File: config.mk
export PLATFORM = sky130hd
export DESIGN_NAME = cv32e40s_rvfi_obi_sched
export DESIGN_NICKNAME = d
export VERILOG_FILES = /design/src/rtl/cv32e40s_rvfi_obi_sched.sv
export SDC_FILE = /design/constraint.sdc
export NUM_CORES = 1
export LEC_CHECK = 0
export CAP_MARGIN = 15
export CELL_PAD_IN_SITES_DETAIL_PLACEMENT = 1
export CELL_PAD_IN_SITES_GLOBAL_PLACEMENT = 1
export CORE_MARGIN = 4
export CORE_UTILIZATION = 51
export CTS_CLUSTER_SIZE = 40
export DETAILED_ROUTE_END_ITERATION = 16
export GPL_TIMING_DRIVEN = 0
export PLACE_DENSITY_LB_ADDON = 0.1
export SLEW_MARGIN = 20
export SYNTH_ARGS = -nofsm -noshare
export SYNTH_HDL_FRONTEND = slang
export SYNTH_SLANG_ARGS = --single-unit
export TNS_END_PERCENT = 1
File: constraint.sdc
create_clock -name clk -period 5.6 [get_ports clk]
set_input_delay 1.4 -clock clk [delete_from_list [all_inputs] [get_ports clk]]
set_output_delay 1.4 -clock clk [all_outputs]
set_load 0.01 [all_outputs]
File: src/rtl/cv32e40s_rvfi_obi_sched.sv
// In-order tracker pairing OBI data address phases with their responses until WB retires them.
// Optional sticky protocol checks are compiled in with CV32E40S_RVFI_OBI_CHK_EN.
module cv32e40s_rvfi_obi_sched #(
  parameter  int unsigned DEPTH     = 4,
  localparam int unsigned PTR_WIDTH = $clog2(DEPTH)
) (
  input  logic                 clk,
  input  logic                 rst_n,
  input  logic                 obi_req,
  input  logic                 obi_gnt,
  input  logic [31:0]          obi_addr,
  input  logic                 obi_we,
  input  logic [3:0]           obi_be,
  input  logic [31:0]          obi_wdata,
  input  logic                 obi_rvalid,
  input  logic [31:0]          obi_rdata,
  input  logic                 obi_err,
  input  logic                 wb_pop,
  output logic                 out_valid,
  output logic [31:0]          out_addr,
  output logic                 out_we,
  output logic [3:0]           out_be,
  output logic [31:0]          out_wdata,
  output logic [31:0]          out_rdata,
  output logic                 out_err,
  output logic [PTR_WIDTH:0]   cnt,
  output logic                 full,
  output logic                 empty,
  output logic [2:0]           chk_err
);

  typedef enum logic [1:0] {
    ENT_FREE      = 2'd0,
    ENT_ISSUED    = 2'd1,
    ENT_RESPONDED = 2'd2
  } ent_state_e;

  localparam logic [PTR_WIDTH:0]   DEPTH_CNT = (PTR_WIDTH+1)'(DEPTH);
  localparam logic [PTR_WIDTH-1:0] PTR_ONE   = PTR_WIDTH'(1);

  ent_state_e            state_q [DEPTH];
  ent_state_e            state_d [DEPTH];
  logic [31:0]           addr_q  [DEPTH];
  logic                  we_q    [DEPTH];
  logic [3:0]            be_q    [DEPTH];
  logic [31:0]           wdata_q [DEPTH];
  logic [31:0]           rdata_q [DEPTH];
  logic                  err_q   [DEPTH];

  logic [PTR_WIDTH-1:0]  wr_ptr_q, wr_ptr_d;
  logic [PTR_WIDTH-1:0]  rsp_ptr_q, rsp_ptr_d;
  logic [PTR_WIDTH-1:0]  rd_ptr_q, rd_ptr_d;
  logic [PTR_WIDTH:0]    cnt_q, cnt_d;

  logic                  accept;
  logic                  pop_ok;
  logic                  push_en;
  logic                  rsp_en;

  assign accept    = obi_req & obi_gnt;
  assign out_valid = (state_q[rd_ptr_q] == ENT_RESPONDED);
  assign pop_ok    = wb_pop & out_valid;
  assign full      = (cnt_q == DEPTH_CNT);
  assign empty     = (cnt_q == '0);
  // A pop in the same cycle frees the slot a full tracker would otherwise refuse.
  assign push_en   = accept & (~full | pop_ok);
  assign rsp_en    = obi_rvalid & (state_q[rsp_ptr_q] == ENT_ISSUED);

  assign cnt       = cnt_q;
  assign out_addr  = addr_q[rd_ptr_q];
  assign out_we    = we_q[rd_ptr_q];
  assign out_be    = be_q[rd_ptr_q];
  assign out_wdata = wdata_q[rd_ptr_q];
  assign out_rdata = rdata_q[rd_ptr_q];
  assign out_err   = err_q[rd_ptr_q];

  // Later assignments win: a push into the slot being popped must leave it ISSUED.
  always_comb begin
    for (int i = 0; i < DEPTH; i++) begin
      state_d[i] = state_q[i];
    end
    wr_ptr_d  = wr_ptr_q;
    rsp_ptr_d = rsp_ptr_q;
    rd_ptr_d  = rd_ptr_q;
    cnt_d     = cnt_q;

    if (pop_ok) begin
      state_d[rd_ptr_q] = ENT_FREE;
      rd_ptr_d          = rd_ptr_q + PTR_ONE;
    end
    if (rsp_en) begin
      state_d[rsp_ptr_q] = ENT_RESPONDED;
      rsp_ptr_d          = rsp_ptr_q + PTR_ONE;
    end
    if (push_en) begin
      state_d[wr_ptr_q] = ENT_ISSUED;
      wr_ptr_d          = wr_ptr_q + PTR_ONE;
    end

    case ({push_en, pop_ok})
      2'b10:   cnt_d = cnt_q + 1'b1;
      2'b01:   cnt_d = cnt_q - 1'b1;
      default: cnt_d = cnt_q;
    endcase
  end

  always_ff @(posedge clk or negedge rst_n) begin
    if (!rst_n) begin
      for (int i = 0; i < DEPTH; i++) begin
        state_q[i] <= ENT_FREE;
      end
      wr_ptr_q  <= '0;
      rsp_ptr_q <= '0;
      rd_ptr_q  <= '0;
      cnt_q     <= '0;
    end else begin
      for (int i = 0; i < DEPTH; i++) begin
        state_q[i] <= state_d[i];
      end
      wr_ptr_q  <= wr_ptr_d;
      rsp_ptr_q <= rsp_ptr_d;
      rd_ptr_q  <= rd_ptr_d;
      cnt_q     <= cnt_d;
    end
  end

  // Payload storage; fields only change on their own capture event, so the head stays stable.
  always_ff @(posedge clk or negedge rst_n) begin
    if (!rst_n) begin
      for (int i = 0; i < DEPTH; i++) begin
        addr_q[i]  <= '0;
        we_q[i]    <= 1'b0;
        be_q[i]    <= '0;
        wdata_q[i] <= '0;
        rdata_q[i] <= '0;
        err_q[i]   <= 1'b0;
      end
    end else begin
      if (push_en) begin
        addr_q[wr_ptr_q]  <= obi_addr;
        we_q[wr_ptr_q]    <= obi_we;
        be_q[wr_ptr_q]    <= obi_be;
        wdata_q[wr_ptr_q] <= obi_wdata;
      end
      if (rsp_en) begin
        rdata_q[rsp_ptr_q] <= obi_rdata;
        err_q[rsp_ptr_q]   <= obi_err;
      end
    end
  end

`ifdef CV32E40S_RVFI_OBI_CHK_EN
  logic [2:0] chk_err_q, chk_err_d;
  logic       chk_overflow;
  logic       chk_underflow;
  logic       chk_spurious;

  assign chk_overflow  = accept & full & ~pop_ok;
  assign chk_underflow = wb_pop & ~out_valid;
  assign chk_spurious  = obi_rvalid & (state_q[rsp_ptr_q] != ENT_ISSUED);
  assign chk_err_d     = chk_err_q | {chk_spurious, chk_underflow, chk_overflow};

  always_ff @(posedge clk or negedge rst_n) begin
    if (!rst_n) begin
      chk_err_q <= '0;
    end else begin
      chk_err_q <= chk_err_d;
    end
  end

  assign chk_err = chk_err_q;
`else
  assign chk_err = 3'b000;
`endif

endmodule

==> results of run 1 <==
-- registers in the layout (all words and copies together), names as in the netlist, 3 cells and up --
signal and count:
addr_q 128, cnt 3, wdata_q 128, rdata_q 128
we_q 4, state_q 8, err_q 4, be_q 16
-- per-stage QoR --
stage                 util  setup WS (ns)
floorplan                -          2.504
global placement    0.5967         -15.45
detailed placement  0.5999          1.212
CTS                 0.6399         0.5920
global route        0.6405         0.4886
finish              0.6406         0.7404
-- power breakdown --
group / internal (mW) / switching, mW
clock network: 1.69 / 1.21
registers: 4.60 / 0.807
logic: 3.82 / 2.50
-- worst reg2reg max path, stage by stage, from the launching register on --
cell and delay [ns]:
dfrtp_1 0.45, inv_2 0.13, mux4_2 0.54, clkbuf_1 0.26
o21ai_2 0.63, buf_2 0.42, mux2_2 0.39
-- cell families (layout without fill, tap and decap cells) --
family | after synthesis | in the layout | share of synthesized area
fa+ha+maj | 14 | 14 | 0.009826
xor+xnor | 5 | 5 | 0.002356
buf+inv | 85 | 384 | 0.02046
mux | 512 | 512 | 0.3724
flops | 425 | 425 | 0.5720
other cells | 1 | 5 | 0.0002017
simple gates | 39 | 39 | 0.01198
compound gates | 29 | 29 | 0.01070
-- routing by layer --
layer,vias to the layer above,global-route usage,part of all wire
met5,-,0,0.00050
met3,68,0.04861,0.047
li1,4697,-,-
met1,5744,0.3085,0.42
met4,4,0.05775,0.021
met2,169,0.3839,0.51
-- placed cells by master, fill, tap and decap left out, types with 2 or more instances in the layout --
cell / synthesis / final
dfrtp_1: 425 / 425
mux2_2: 328 / 328
clkdlybuf4s50_1: 0 / 214
mux4_2: 103 / 103
mux2_1: 80 / 80
clkbuf_16: 0 / 47
buf_2: 34 / 34
clkbuf_1: 15 / 27
buf_1: 17 / 17
inv_1: 13 / 13
ha_1: 13 / 13
nand3_1: 10 / 10
clkinv_2: 0 / 9
clkbuf_8: 0 / 8
nand2_1: 7 / 7
nand2b_1: 6 / 6
o21ai_0: 6 / 6
a21oi_1: 5 / 5
buf_4: 5 / 5
nand3_2: 4 / 4
a21o_1: 4 / 4
buf_16: 0 / 4
nor2_1: 3 / 3
o21a_1: 3 / 3
o21ai_2: 3 / 3
xnor2_1: 3 / 3
conb_1: 1 / 3
diode_2: 0 / 2
and2_1: 2 / 2
a31oi_1: 2 / 2
nor3_1: 2 / 2
xor2_1: 2 / 2
buf_8: 0 / 2
-- final timing paths --
path / slack, ns / depth (start not counted) / to
setup reg to reg: 2.67 / 6 / addr_q[55]$_DFFE_PN0P_
setup / recovery: 0.74 / 5 / out_be[2]
hold / removal: 0.48 / 1 / addr_q[23]$_DFFE_PN0P_
max in group asynchronous: 3.52 / 3 / addr_q[20]$_DFFE_PN0P_
hold reg to reg: 0.48 / 1 / addr_q[23]$_DFFE_PN0P_
min in group asynchronous: 0.80 / 1 / wdata_q[117]$_DFFE_PN0P_
-- cell type report --
type	count	area, um2	area share
Tap cell	461	576.8	0.02519
Buffer	71	327.8	0.01432
Inverter	14	52.55	0.002295
Sequential cell	425	10640	0.4645
Clock buffer	67	1331	0.05814
Multi-Input combinational cell	602	7591	0.3315
Timing Repair Buffer	220	2282	0.09967
Clock inverter	12	95.09	0.004153
Antenna cell	2	5.005	0.0002186
==> reports/summary.txt, run 1 <==
status - complete, no violations
worst-margin pin slew - 0.9982 ns
non-filler instance count after layout - 1874
full die area - 0.03957 mm2
Final Critical Period - 4.860 ns
Critical Path RT - 4.20 ns
number of hold buffers added after CTS - 0
total power - 14.63 mW
die height - 198.9 um
drt first-iter violations - 346
P&R area growth vs syn - 23.16%
gpl congestion - 0.7449
routed len/inst - 23.68 um
antenna-violating nets left - 0
Post-synth EDFFs - 0
synthesized area - 0.01859 mm2
layout filler cell count - 3204
DP Area - 0.02144 mm2
WP buf/inv - 4
vias per cell - 5.700
Initial Util - 0.5202
final number of setup-violating endpoints - 0
top cells by count, synth - dfrtp_1, mux2_2, mux4_2
WP data arrival - 3.46 ns
Critical Path Slowest Stage Cell - buf_1
max incr delay on CP - 0.72 ns
WHS - 0.4804 ns
# port buffers - 215
first-pass GRT wire length - 70290 um
Crit Path Category - register to output pin
Achievable Freq - 205.8 MHz
Num CTS Buffers - 46
Fin Clk Skew - 0.01955 ns
number of remaining DRC errors - 0
setup TNS - 0 ns
GRT Util Overall - 0.2287
Clock Latency Late Sink - 0.57 ns
fin crit share - 0.8678
# rows - 69
RSZ-0062 raised after global routing - no
Rel. slew slack - 0.3301
Final Max Tran Viols - 0
clock sinks - 425
Syn. warnings - 0
RR Startpoint - rd_ptr_q[1]$_DFFE_PN0N_
CTS resizes - 0
Pre-Repair DR Iteration Count - 6
share of cells above drive strength 1 - 0.3926
Hold Vio Cnt, Final - 0
VDD IR-drop max - 348.4 uV
CTS tree - yes
most frequent cell after synthesis - dfrtp_1
CP cell instances - clkbuf_1 -> buf_1 -> buf_2 -> mux4_2 -> clkdlybuf4s50_1
worst setup path start - rd_ptr_q[0]$_DFFE_PN0N_
Max Cap Violations - 0
Cells after Synth - 1110
Cell variety after synth - 40
placed instance count - 1792
crit-path max FO - 10
via count - 10.68k
Startpoint Class - register
Yosys top cell area share - 0.5720
Mean Syn Cell Area - 16.75 um2
die width - 198.9 um
leakage - 9.727 nW
Cell Pwr Density - 638.7 mW/mm2
Final Routed Wirelength - 44380 um
DP Wirelength - 29800 um
core area - 0.03574 mm2
number of synthesized register bits - 425
post-CTS setup buffer count - 0
largest net degree at the start of global routing - 101
initial antenna violation count - 2
I/O Pins - 219
Clock Path Buffers - 3
Root Buffer - clkbuf_16
Worst Hold Class - register to register
top cell type by total area after synthesis - dfrtp_1
Clk pin slew, worst setup/hold paths - 0.06 ns
ys async rst share - 1.000
Synth Flop Type - dfrtp_1
vias in the first global route - 12.11k
crit path capture type - output pin
register area share after synthesis - 0.5720
HP Start - addr_q[23]$_DFFE_PN0P_
total congestion overflow - 0
nets@finish - 1502
fin area - 0.02290 mm2
crit-path leading delay family - buffers and inverters
H-tree Lvls - 2
synth top area cells - dfrtp_1, mux2_2, mux4_2, mux2_1, buf_2
Power figures use the tool's default switching activity.
==> inputs of run 2 (changes only) <==
- CORE_ASPECT_RATIO: unset -> 0.8
- MAX_ROUTING_LAYER: unset -> met4
==> run 2 against run 1 <==
Net effect: clock-buffer cell count shrank 1; flip-flop and latch count is the same; global-route usage grew 0.80 points; hold slack gained 0.0028 ns; sequential power is essentially flat; critical path depth is the same; clock power is essentially flat; first-iteration DRC count grew 36%; clock skew shrank 0.0038 ns.
==> reports/summary.txt, run 2 (synthesized netlist as in run 1, its figures left out) <==
final number of setup-violating endpoints - 0 (unchanged)
core area - 0.03592 mm2 (+0.49%)
# rows - 62 (-10%)
fin crit share - 0.8583 (-0.009468)
RSZ-0062 raised after global routing - no
VDD IR-drop max - 310.8 uV (-11%)
die width - 221.5 um (+11%)
Switching Fraction - 0.3084 (about the same)
clock share of power - 0.199 (about the same)
Critical Path RT - 4.20 ns (about the same)
routed len/inst - 23.64 um (-0.15%)
initial antenna violation count - 4 (+2)
Startpoint Class - register
final worst slack - 0.7934 ns (+0.05302 ns)
WP data arrival - 3.41 ns (-0.05 ns)
H-tree Lvls - 2 (unchanged)
full die area - 0.03959 mm2 (about the same)
Fin Clk Skew - 0.01577 ns (-0.003777 ns)
Clock Path Buffers - 3 (unchanged)
pre-CTS setup slack - 1.302 ns (+0.09001 ns)
first-pass GRT wire length - 71210 um (+1.3%)
worst-margin pin slew - 0.9115 ns (-0.08674 ns)
WHS - 0.4832 ns (+0.002761 ns)
drt first-iter violations - 470 (+36%)
DP Wirelength - 30830 um (+3.4%)
share of cells above drive strength 1 - 0.3923 (about the same)
Final Util - 0.6376 (-0.003055)
most common cell after layout, fill and taps aside - dfrtp_1
Crit Path Category - register to output pin
Final Routed Wirelength - 44710 um (+0.75%)
gpl congestion - 0.7772 (+4.3%)
number of hold buffers added after CTS - 0 (unchanged)
crit-path max FO - 10 (unchanged)
I/O Pins - 219 (unchanged)
total power - 14.63 mW (about the same)
Logic pwr share - 0.432 (about the same)
leakage - 9.711 nW (-0.16%)
setup TNS - 0 ns (unchanged)
vias per cell - 5.658 (-0.73%)
status - complete, no violations
crit path capture type - output pin
biggest regs - addr_q (128), rdata_q (128), wdata_q (128)
post-CTS setup buffer count - 0 (unchanged)
Clk pin slew, worst setup/hold paths - 0.06 ns (about the same)
Max Cap Violations - 0 (unchanged)
Pint - 10.12 mW (about the same)
CTS tree - yes
Worst Hold Class - register to register
Root Buffer - clkbuf_16
total congestion overflow - 0 (unchanged)
die height - 178.8 um (-10%)
P&R area growth vs syn - 23.17% (about the same)
CTS resizes - 0 (unchanged)
number of remaining DRC errors - 0 (unchanged)
Net Sw Power - 4.512 mW (about the same)
# port buffers - 215 (unchanged)
sequential share of power - 0.370 (about the same)
Hold Vio Cnt, Final - 0 (unchanged)
Rel. slew slack - 0.3827 (+0.05269)
commonest cells after routing, fill and taps aside - dfrtp_1, mux2_2, clkdlybuf4s50_1
Final Max Tran Viols - 0 (unchanged)
Pre-Repair DR Iteration Count - 4 (-2)
Achievable Freq - 208.0 MHz (+1.1%)
Cell Pwr Density - 638.7 mW/mm2 (about the same)
Clock Latency Late Sink - 0.56 ns (about the same)
antenna-violating nets left - 0 (unchanged)
Num CTS Buffers - 43 (-6.5%)
nets@finish - 1498 (-0.27%)
GRT Util Overall - 0.2367 (+0.008014)
via count - 10.70k (+0.17%)
vias in the first global route - 12.03k (-0.62%)
largest net degree at the start of global routing - 99 (-2.0%)
Final Critical Period - 4.807 ns (-0.05302 ns)
Initial Util - 0.5176 (-0.002537)
clock sinks - 425 (unchanged)
## run 2: area by class of cell
type / count / area, um2
inverters: 14 / 52.55
plain buffers: 71 / 329.1
well taps: 480 / 600.6
repair buffers: 219 / 2267
multi-input cells: 602 / 7584
clock inverters: 10 / 106.4
diodes: 4 / 10.01
fillers: 3198 / 13020
flip-flops and latches: 425 / 10640
clock buffers: 66 / 1315
## run 2: worst paths after layout
kind / startpoint / to / slack (ns) / cells after the start
setup reg to reg: rd_ptr_q[1]$_DFFE_PN0N_ / cnt[2]$_DFFE_PN0P_ / 2.65 / 11
setup / recovery: rd_ptr_q[0]$_DFFE_PN0N_ / out_rdata[0] / 0.79 / 5
hold / removal: wdata_q[23]$_DFFE_PN0P_ / wdata_q[23]$_DFFE_PN0P_ / 0.48 / 1
max in group asynchronous: rst_n / addr_q[50]$_DFFE_PN0P_ / 3.54 / 3
min in group asynchronous: rst_n / wdata_q[70]$_DFFE_PN0P_ / 0.78 / 1
hold reg to reg: wdata_q[23]$_DFFE_PN0P_ / wdata_q[23]$_DFFE_PN0P_ / 0.48 / 1
## run 2: metal layers
metal / track usage / routed length, um / vias up / part of all wire
li1: - / - / 4678 / -
met1: 0.3180 / 19650 / 5783 / 0.44
met2: 0.3838 / 21990 / 182 / 0.49
met3: 0.05107 / 2443 / 57 / 0.055
met4: 0.04495 / 628 / 0 / 0.014
met5: - / 0 / - / 0
## run 2: critical path: stages, from the launching register on
cell and delay, ns:
dfrtp_1 0.38, clkbuf_1 0.17, buf_1 0.65, buf_2 0.50, mux4_2 0.57, clkdlybuf4s50_1 0.58
## run 2: stage by stage
step / instance area (um2) / std cells
6_report: 22900 / 1891
5_1_grt: 22900 / 1891
4_1_cts: 22890 / 1887
3_5_place_dp: 21470 / 1811
3_3_place_gp: 21350 / 1807
2_1_floorplan: 18600 / 1112
## run 2: power by group through the flow
stage	registers (mW)	logic, mW	clock network [mW]
6_report	5.41	6.31	2.91
3_5_place_dp	5.44	6.38	0
4_1_cts	5.41	6.43	2.97
2_1_floorplan	5.12	3.90	0
5_1_grt	5.59	6.79	3.11
3_3_place_gp	5.35	6.20	0
==> inputs of run 3 (changes only) <==
- GPL_TIMING_DRIVEN: 0 -> 1
==> run 3 against run 2 <==
Net effect: combinational power fell by 3%; critical path type unchanged; critical endpoint is now out_valid; largest power group unchanged; non-clock buffer count fell by 54; critical path depth decreased by 1.
==> reports/summary.txt, run 3 (synthesized netlist as in run 1, its figures left out) <==
commonest cells after routing, fill and taps aside - dfrtp_1, mux2_2, clkdlybuf4s50_1
final number of setup-violating endpoints - 0 (unchanged)
Achievable Freq - 221.5 MHz (+6.5%)
Cell Pwr Density - 637.5 mW/mm2 (-0.20%)
full die area - 0.03959 mm2 (unchanged)
I/O Pins - 219 (unchanged)
Critical Path RT - 4.20 ns (about the same)
status - complete, no violations
leakage - 9.550 nW (-1.7%)
VDD IR-drop max - 435.3 uV (+40%)
first-pass GRT wire length - 69160 um (-2.9%)
routed len/inst - 23.40 um (-1.0%)
CTS resizes - 0 (unchanged)
number of hold buffers added after CTS - 0 (unchanged)
vias per cell - 5.682 (+0.41%)
GRT Util Overall - 0.2266 (-0.01004)
vias in the first global route - 12.01k (-0.22%)
CTS tree - yes
crit-path max FO - 44 (+34)
WP data arrival - 3.11 ns (-0.30 ns)
uppermost layer routed - met4
Initial Util - 0.5176 (unchanged)
die height - 178.8 um (unchanged)
total power - 14.48 mW (-0.98%)
Reg area - 0.01064 mm2 (about the same)
area occupied by multi-input gates - 0.007617 mm2 (+0.45%)
antenna-violating nets left - 0 (unchanged)
post-CTS setup buffer count - 0 (unchanged)
largest net degree at the start of global routing - 175 (+77%)
Num CTS Buffers - 43 (unchanged)
Final Max Tran Viols - 0 (unchanged)
clock sinks - 425 (unchanged)
# rows - 62 (unchanged)
nets@finish - 1444 (-3.6%)
most common cell after layout, fill and taps aside - dfrtp_1
crit path capture type - output pin
Crit Path Category - register to output pin
via count - 10.43k (-2.6%)
Startpoint Class - register
Clock Path Buffers - 3 (unchanged)
fin area - 0.02272 mm2 (-0.78%)
Metal-1 WL - 18400 um (-6.4%)
Hold Vio Cnt, Final - 0 (unchanged)
gpl congestion - 0.7306 (-6.0%)
share of cells above drive strength 1 - 0.3942 (+0.001907)
worst-margin pin slew - 0.9701 ns (+0.05858 ns)
DP Wirelength - 26850 um (-13%)
Max Cap Violations - 0 (unchanged)
Final Util - 0.6326 (-0.004981)
Final Critical Period - 4.515 ns (-0.2920 ns)
Worst Hold Class - register to register
Pre-Repair DR Iteration Count - 4 (unchanged)
Worst R2R Setup Slack - 2.11 ns (-0.54 ns)
Clock Latency Late Sink - 0.53 ns (-0.03 ns)
die width - 221.5 um (unchanged)
initial antenna violation count - 3 (-1)
Met3 Wirelength - 2096 um (-14%)
setup TNS - 0 ns (unchanged)
fin crit share - 0.8062 (-0.05215)
met2 WL post-DR - 21650 um (-1.5%)
Clk pin slew, worst setup/hold paths - 0.06 ns (about the same)
DP Area - 0.02132 mm2 (-0.71%)
H-tree Lvls - 2 (unchanged)
layout filler cell count - 3178 (-0.63%)
biggest regs - addr_q (128), rdata_q (128), wdata_q (128)
RSZ-0062 raised after global routing - no
Rel. slew slack - 0.3431 (-0.03967)
total congestion overflow - 0 (unchanged)
number of remaining DRC errors - 0 (unchanged)
Final Routed Wirelength - 42930 um (-4.0%)
# port buffers - 215 (unchanged)
P&R area growth vs syn - 22.21%
core area - 0.03592 mm2 (unchanged)
Root Buffer - clkbuf_16
drt first-iter violations - 381 (-19%)
Fin Clk Skew - 0.01141 ns (-0.004360 ns)
-- run 3: final timing paths --
check,start,end,cells after the start
setup / recovery,rd_ptr_q[1]$_DFFE_PN0N_,out_valid,4
max in group asynchronous,rst_n,rdata_q[89]$_DFFE_PN0P_,2
min in group asynchronous,rst_n,wdata_q[68]$_DFFE_PN0P_,1
hold reg to reg,wdata_q[58]$_DFFE_PN0P_,wdata_q[58]$_DFFE_PN0P_,1
hold / removal,wdata_q[58]$_DFFE_PN0P_,wdata_q[58]$_DFFE_PN0P_,1
setup reg to reg,rd_ptr_q[1]$_DFFE_PN0N_,cnt[2]$_DFFE_PN0P_,11
-- run 3: where the power goes --
group	leakage (nW)	internal, mW	total (mW)	switching, mW
Clock	0.696	1.67	2.82	1.15
Sequential	5.15	4.60	5.54	0.935
Combinational	3.71	3.80	6.12	2.33
-- run 3: layer usage --
metal	global-route usage	vias up
li1	-	4555
met1	0.2913	5640
met2	0.3803	170
met3	0.04960	61
met4	0.04702	0
met5	-	-
-- run 3: final cells by class --
cell class / count / share of cell area
multi-input combinational: 602 / 0.3353
sequential: 425 / 0.4684
tap: 480 / 0.02643
clock inverter: 13 / 0.005177
timing repair buffer: 236 / 0.1057
clock buffer: 62 / 0.05634
inverter: 14 / 0.002313
antenna: 3 / 0.0003304
-- run 3: through the flow --
step                      worst slack, ns  instances  hold WS (ns)
final                               1.085       1835        0.4784
after global routing               0.9589       1835        0.5004
after CTS                           1.032       1832        0.4840
after detailed placement            1.550       1757        0.4697
after global placement              1.604       1757        0.4617
after floorplan                     2.504       1112        0.4524
-- run 3: critical path: stages, from the launching register on --
cell             delay (ns)
dfrtp_4                0.91
inv_2                  0.14
mux4_2                 0.66
inv_1                  0.24
clkdlybuf4s50_1        0.62
